**config.mk**
```make
export PLATFORM = sky130hd
export DESIGN_NAME = nanosoc_input_hold_stage
export DESIGN_NICKNAME = d
export VERILOG_FILES = /design/src/rtl/nanosoc_busmatrix_pkg.sv /design/src/rtl/nanosoc_addr_hold_reg.sv /design/src/rtl/nanosoc_input_hold_stage.sv
export SDC_FILE = /design/constraint.sdc
export NUM_CORES = 1
export LEC_CHECK = 0
export ABC_AREA = 1
export CAP_MARGIN = 20
export CELL_PAD_IN_SITES_DETAIL_PLACEMENT = 0
export CELL_PAD_IN_SITES_GLOBAL_PLACEMENT = 2
export CORE_ASPECT_RATIO = 1.5
export CORE_UTILIZATION = 22
export DETAILED_ROUTE_END_ITERATION = 12
export PLACE_DENSITY_LB_ADDON = 0.1
export SLEW_MARGIN = 20
export SYNTH_ARGS = -nofsm -noshare
export SYNTH_HDL_FRONTEND = slang
export SYNTH_SLANG_ARGS = --single-unit
```
**constraint.sdc**
```tcl
create_clock -name HCLK -period 1.81 [get_ports HCLK]
set_clock_uncertainty 0.2 [all_clocks]
set_input_delay 0.181 -clock HCLK [delete_from_list [all_inputs] [get_ports HCLK]]
set_output_delay 0.181 -clock HCLK [all_outputs]
set_load 0.1 [all_outputs]
```
**src/rtl/nanosoc_busmatrix_pkg.sv**
```systemverilog
// nanosoc_busmatrix_pkg
//   Shared definitions for the nanosoc bus matrix: AHB transfer-type,
//   burst and response encodings, the bundled address-phase control
//   fields, and a small helper used by input stages and arbiters.
//   No ports; imported with: import nanosoc_busmatrix_pkg::*;
package nanosoc_busmatrix_pkg;

  // HTRANS encodings
  typedef enum logic [1:0] {
    HTRANS_IDLE   = 2'b00,
    HTRANS_BUSY   = 2'b01,
    HTRANS_NONSEQ = 2'b10,
    HTRANS_SEQ    = 2'b11
  } htrans_e;

  // HBURST encodings
  typedef enum logic [2:0] {
    HBURST_SINGLE = 3'b000,
    HBURST_INCR   = 3'b001,
    HBURST_WRAP4  = 3'b010,
    HBURST_INCR4  = 3'b011,
    HBURST_WRAP8  = 3'b100,
    HBURST_INCR8  = 3'b101,
    HBURST_WRAP16 = 3'b110,
    HBURST_INCR16 = 3'b111
  } hburst_e;

  // HRESP encodings
  localparam logic HRESP_OKAY  = 1'b0;
  localparam logic HRESP_ERROR = 1'b1;

  // Address-phase control fields other than HSEL and HADDR. HSEL is not
  // stored because a held transfer is by definition selected.
  typedef struct packed {
    logic [1:0] trans;
    logic       write;
    logic [2:0] size;
    logic [2:0] burst;
    logic [3:0] prot;
    logic       mastlock;
  } ahb_ctrl_t;

  // NONSEQ and SEQ both have HTRANS[1] set; IDLE and BUSY carry no
  // transfer and must never be captured or waited on.
  function automatic logic trans_is_active(input logic [1:0] htrans);
    return htrans[1];
  endfunction

endpackage

```
**src/rtl/nanosoc_addr_hold_reg.sv**
```systemverilog
// nanosoc_addr_hold_reg
//   Enable-loaded register bank holding one AHB address phase while the
//   input stage waits for its target output port to be granted.
// Ports:
//   HCLK     in   clock
//   HRESETn  in   async active-low reset, clears all fields to zero
//   i_load   in   capture i_addr/i_ctrl on this edge
//   i_addr   in   ADDR_W address to capture
//   i_ctrl   in   control fields to capture
//   o_addr   out  held address
//   o_ctrl   out  held control fields
module nanosoc_addr_hold_reg
  import nanosoc_busmatrix_pkg::*;
#(
  parameter int ADDR_W = 32
) (
  input  logic              HCLK,
  input  logic              HRESETn,
  input  logic              i_load,
  input  logic [ADDR_W-1:0] i_addr,
  input  ahb_ctrl_t         i_ctrl,
  output logic [ADDR_W-1:0] o_addr,
  output ahb_ctrl_t         o_ctrl
);

  logic [ADDR_W-1:0] r_addr;
  ahb_ctrl_t         r_ctrl;

  // Load the whole address phase in one go so the fields can never be
  // out of step with each other.
  always_ff @(posedge HCLK or negedge HRESETn) begin
    if (!HRESETn) begin
      r_addr <= '0;
      r_ctrl <= '0;
    end else if (i_load) begin
      r_addr <= i_addr;
      r_ctrl <= i_ctrl;
    end
  end

  assign o_addr = r_addr;
  assign o_ctrl = r_ctrl;

endmodule

```
**src/rtl/nanosoc_input_hold_stage.sv**
```systemverilog
// nanosoc_input_hold_stage
//   Per-master AHB input stage of the nanosoc bus matrix. Forwards the
//   master's address phase to the decoder/arbiters, holds it when the
//   target port is not granted (inserting wait states to the master), and
//   returns the slave's data-phase ready/response once granted.
// Ports:
//   HCLK, HRESETn          clock, async active-low reset
//   HSELS..HMASTLOCKS      master address phase
//   HREADYS                matrix-level HREADY seen by the master
//   HREADYOUTS, HRESPS     ready/response returned to the master
//   sel_m..mastlock_m      address phase presented to decoder/arbiters
//   trans_req              request toward the output arbiters
//   active_dec             targeted output port has selected this input
//   readyout_dec, resp_dec data-phase HREADYOUT/HRESP from targeted slave
module nanosoc_input_hold_stage
  import nanosoc_busmatrix_pkg::*;
#(
  parameter int ADDR_W = 32
) (
  input  logic              HCLK,
  input  logic              HRESETn,
  input  logic              HSELS,
  input  logic [ADDR_W-1:0] HADDRS,
  input  logic [1:0]        HTRANSS,
  input  logic              HWRITES,
  input  logic [2:0]        HSIZES,
  input  logic [2:0]        HBURSTS,
  input  logic [3:0]        HPROTS,
  input  logic              HMASTLOCKS,
  input  logic              HREADYS,
  output logic              HREADYOUTS,
  output logic              HRESPS,
  output logic              sel_m,
  output logic [ADDR_W-1:0] addr_m,
  output logic [1:0]        trans_m,
  output logic              write_m,
  output logic [2:0]        size_m,
  output logic [2:0]        burst_m,
  output logic [3:0]        prot_m,
  output logic              mastlock_m,
  output logic              trans_req,
  input  logic              active_dec,
  input  logic              readyout_dec,
  input  logic              resp_dec
);

  logic              r_pend;
  logic              r_data_phase;
  logic              w_trans_valid;
  logic              w_pend_set;
  logic              w_pend_clear;
  ahb_ctrl_t         w_master_ctrl;
  ahb_ctrl_t         w_hold_ctrl;
  ahb_ctrl_t         w_fwd_ctrl;
  logic [ADDR_W-1:0] w_hold_addr;

  assign w_master_ctrl = '{
    trans:    HTRANSS,
    write:    HWRITES,
    size:     HSIZES,
    burst:    HBURSTS,
    prot:     HPROTS,
    mastlock: HMASTLOCKS
  };

  // A real transfer is being offered only when selected, NONSEQ/SEQ and the
  // previous transfer on the matrix has completed.
  assign w_trans_valid = HSELS & trans_is_active(HTRANSS) & HREADYS;

  // Set is gated by !r_pend so the hold registers cannot be overwritten
  // while a held transfer is still waiting. Clear happens when the slave
  // path has both selected us and is ready to take our address phase.
  assign w_pend_set   = ~r_pend & w_trans_valid & ~active_dec;
  assign w_pend_clear =  r_pend & active_dec & readyout_dec;

  nanosoc_addr_hold_reg #(
    .ADDR_W (ADDR_W)
  ) u_hold (
    .HCLK    (HCLK),
    .HRESETn (HRESETn),
    .i_load  (w_pend_set),
    .i_addr  (HADDRS),
    .i_ctrl  (w_master_ctrl),
    .o_addr  (w_hold_addr),
    .o_ctrl  (w_hold_ctrl)
  );

  // Pending flag: marks that the hold registers contain an un-granted
  // address phase that must be presented in place of the master's inputs.
  always_ff @(posedge HCLK or negedge HRESETn) begin
    if (!HRESETn) begin
      r_pend <= 1'b0;
    end else if (w_pend_set) begin
      r_pend <= 1'b1;
    end else if (w_pend_clear) begin
      r_pend <= 1'b0;
    end
  end

  // Data-phase flag: this master owns the current data phase of the slave
  // path. Entered either by a granted same-cycle transfer or when a held
  // transfer is finally accepted; otherwise only updated when the matrix
  // HREADY marks the end of the current data phase.
  always_ff @(posedge HCLK or negedge HRESETn) begin
    if (!HRESETn) begin
      r_data_phase <= 1'b0;
    end else if (w_pend_clear) begin
      r_data_phase <= 1'b1;
    end else if (HREADYS && !r_pend) begin
      r_data_phase <= w_trans_valid & active_dec;
    end
  end

  // Address-phase mux: the held copy wins while pending, otherwise the
  // master's phase goes straight through with no added latency. HTRANS is
  // held unchanged so a held SEQ still looks like SEQ to the arbiter.
  assign w_fwd_ctrl = r_pend ? w_hold_ctrl : w_master_ctrl;
  assign sel_m      = r_pend ? 1'b1        : HSELS;
  assign addr_m     = r_pend ? w_hold_addr : HADDRS;
  assign trans_m    = w_fwd_ctrl.trans;
  assign write_m    = w_fwd_ctrl.write;
  assign size_m     = w_fwd_ctrl.size;
  assign burst_m    = w_fwd_ctrl.burst;
  assign prot_m     = w_fwd_ctrl.prot;
  assign mastlock_m = w_fwd_ctrl.mastlock;

  assign trans_req = r_pend | w_trans_valid;

  // Response path toward the master. Wait states while holding; otherwise
  // the slave's ready during our data phase, and idle-ready when we have
  // no data phase outstanding.
  always_comb begin
    HREADYOUTS = 1'b1;
    if (r_pend) begin
      HREADYOUTS = 1'b0;
    end else if (r_data_phase) begin
      HREADYOUTS = readyout_dec;
    end
  end

  assign HRESPS = r_data_phase ? resp_dec : HRESP_OKAY;

endmodule

```
==> results.sh <==
export IMPL_yosysMostFrequentCell="nand2_1"
export IMPL_finalNetCount=526
export IMPL_final_cell_area_mm2=0.004659
export IMPL_cts_root_buf="clkbuf_16"
export IMPL_die_x_um=90.14
export IMPL_slew_viol_final=0
export IMPL_ys_ff_latch=48
export IMPL_dp_hpwl_um=5690
export IMPL_syn_avg_cell_area_um2=6.948
export IMPL_pin_count=103
export IMPL_min_period_ns=1.771
export IMPL_place_area_mm2=0.004358
export IMPL_syn2layout_area_growth_pct=81.75
export IMPL_dieArea_mm2=0.01210
export IMPL_wl_met1_um=3743
export IMPL_synthesis_nets=422
export IMPL_cts_buffers_inserted=5
export IMPL_totalWireLength_um=8686
export IMPL_globalplace_congestion=0.7163
export IMPL_fin_cells=621
export IMPL_met3_length_um=331
export IMPL_synth_top_cell_area_share_pct=46.85
export IMPL_nFillCells=1133
export IMPL_wire_per_inst_um=13.99
export IMPL_crit_path_end_kind="primary output"
export IMPL_hp_class="input port to asynchronous set/reset pin"
export IMPL_worstSkewPairLatency_ns=0.28
export IMPL_max_freq_mhz=564.5
export IMPL_setup_slack_ns=0.03862
export IMPL_ant_nets=0
export IMPL_max_slew_margin_pct=81.07
export IMPL_dp_cells=607
export IMPL_dr_wl_met2_um=4521
export IMPL_layout_drive_gt1_share_pct=28.27
export IMPL_ys_top_cells_by_area="dfrtp_1, nand2_1, nand3_1"
export IMPL_synth_edf_count=0
export IMPL_cts_tree="done"
export IMPL_synth_cells=369
export IMPL_dr_pass1_iters=4
export IMPL_required_ns=1.43
export IMPL_cts_sinks=48
export IMPL_via_per_inst=4.317
export IMPL_cp_data_arrival_time_ns=1.39
export IMPL_clk_pin_slew_ns=0.06
export IMPL_r2r_start="r_pend$_DFFE_PN0P_"
export IMPL_dr_max_layer_used="met4"
export IMPL_route_detailed_drc=0
export IMPL_status="finished clean"
export IMPL_antenna_found_initial=0
export IMPL_yosys_top_cells_count="nand2_1, dfrtp_1, nand3_1"
export IMPL_period_share_pct=97.87
export IMPL_start_kind="register"
export IMPL_overflow=0
export IMPL_yosysTopAreaCell="dfrtp_1"
export IMPL_drv_cap=0
export IMPL_fin_util_pct=41.70
export IMPL_crit_fanout=8
export IMPL_synth_distinct_cells=14
export IMPL_drt_iter0_markers=121
export IMPL_grt_pass1_wl_um=14260
export IMPL_antenna_cells=0
export IMPL_ys_warn_count=0
export IMPL_track_usage_pct=14.60
export IMPL_grt_max_degree=49
export IMPL_ys_seq_area_share_pct=46.85
export IMPL_rsz0062_at_grt="true"
export IMPL_setup_viol=0
export IMPL_rows=47
export IMPL_die_y_um=134.2
export IMPL_crit_type="register to primary output"
export IMPL_reg2regPathDepth=8
export IMPL_r2r_end="r_data_phase$_DFFE_PN0P_"
export IMPL_vias=2681
export IMPL_core_area_mm2=0.01117
export IMPL_yosys_most_used_dff="dfrtp_1"
export IMPL_syn_cell_area_mm2=0.002564
export IMPL_clockBufferDepth=2
export IMPL_io_buffers=102
export IMPL_tightest_slew_ns=0.2839
export IMPL_first_global_vias=2819
export IMPL_cts_max_level=2
export IMPL_finalHoldViolCount=0
export IMPL_async_flop_share_pct=100.0
export IMPL_start_util_pct=22.95
export IMPL_dp_worst_setup_slack_ns=0.09593
export IMPL_r2r_slack_ns=0.13
[stage by stage]
step	hold WS [ns]	TNS (ns)
after global placement	0.0001038	0
after floorplan	-0.3146	-0.03348
final	0.2173	0
after global routing	0.2713	-0.03696
after CTS	0.2341	0
after detailed placement	0.001796	0
[critical path, stage by stage, from the launching register on]
cell	delay [ns]
dfrtp_2	0.45
clkinv_4	0.12
clkbuf_16	0.19
o21ai_4	0.16
buf_12	0.19
[timing repair]
action | in CTS | in global routing
gates resized for setup | 3 | 18
endpoints found under the setup margin | 19 | 74
hold endpoints to repair | 48 | 0
setup buffers | 0 | 3
pin swaps | 0 | 1
hold buffers | 1 | 0
cloned | 0 | 2
[cell usage in the layout (no fill, tap or decap), types with 2 or more instances in the layout]
| master | instances |
|---|---|
| nor2_4 | 2 |
| nand2_2 | 48 |
| dfrtp_1 | 47 |
| nand2_1 | 187 |
| buf_6 | 2 |
| clkdlybuf4s50_1 | 51 |
| clkinv_2 | 2 |
| clkbuf_16 | 6 |
| buf_12 | 57 |
| nand3_1 | 47 |
| inv_1 | 5 |
| buf_4 | 8 |
[how the worst max path moves through the flow]
stage / startpoint / to / slack, ns / cells after the start
floorplan: r_pend$_DFFE_PN0P_ / trans_m[1] / -0.03 / 4
global placement: HSELS / u_hold.o_ctrl[5]$_DFFE_PN0P_ / 0.12 / 7
detailed placement: HSELS / u_hold.o_ctrl[12]$_DFFE_PN0P_ / 0.1 / 7
CTS: r_pend$_DFFE_PN0P_ / sel_m / 0.004 / 3
global route: r_pend$_DFFE_PN0P_ / trans_m[1] / -0.02 / 4
finish: r_pend$_DFFE_PN0P_ / trans_m[1] / 0.04 / 4
[state kept, by name (all words and copies together), names as in the netlist]
register / count
r_pend: 1
u_hold.o_addr: 32
r_data_phase: 1
u_hold.o_ctrl: 14
[cells by family after synthesis]
group                  after synthesis  share of synthesized area [%]
buffers and inverters               32                          7.858
flip-flops                          48                          46.85
AO/OA/AOI/OAI                        2                         0.3904
AND/OR/NAND/NOR                    287                          44.90
[layer usage]
layer | vias to the layer above | global-route usage (%)
met3 | 7 | 2.324
met1 | 1272 | 16.89
met5 | - | 0
li1 | 1341 | -
met2 | 61 | 27.65
met4 | 0 | 3.763
[layout make-up]
cell class | count | area, um^2 | area share (%)
multi-input combinational | 289 | 1304 | 27.98
clock inverter | 2 | 10.01 | 0.2148
inverter | 7 | 31.28 | 0.6713
timing repair buffer | 122 | 1789 | 38.40
clock buffer | 6 | 138.9 | 2.981
tap | 147 | 183.9 | 3.947
sequential | 48 | 1202 | 25.81
Power is not shown: default switching activity piles up to over one toggle a cycle in this logic, so the estimate is an artifact.
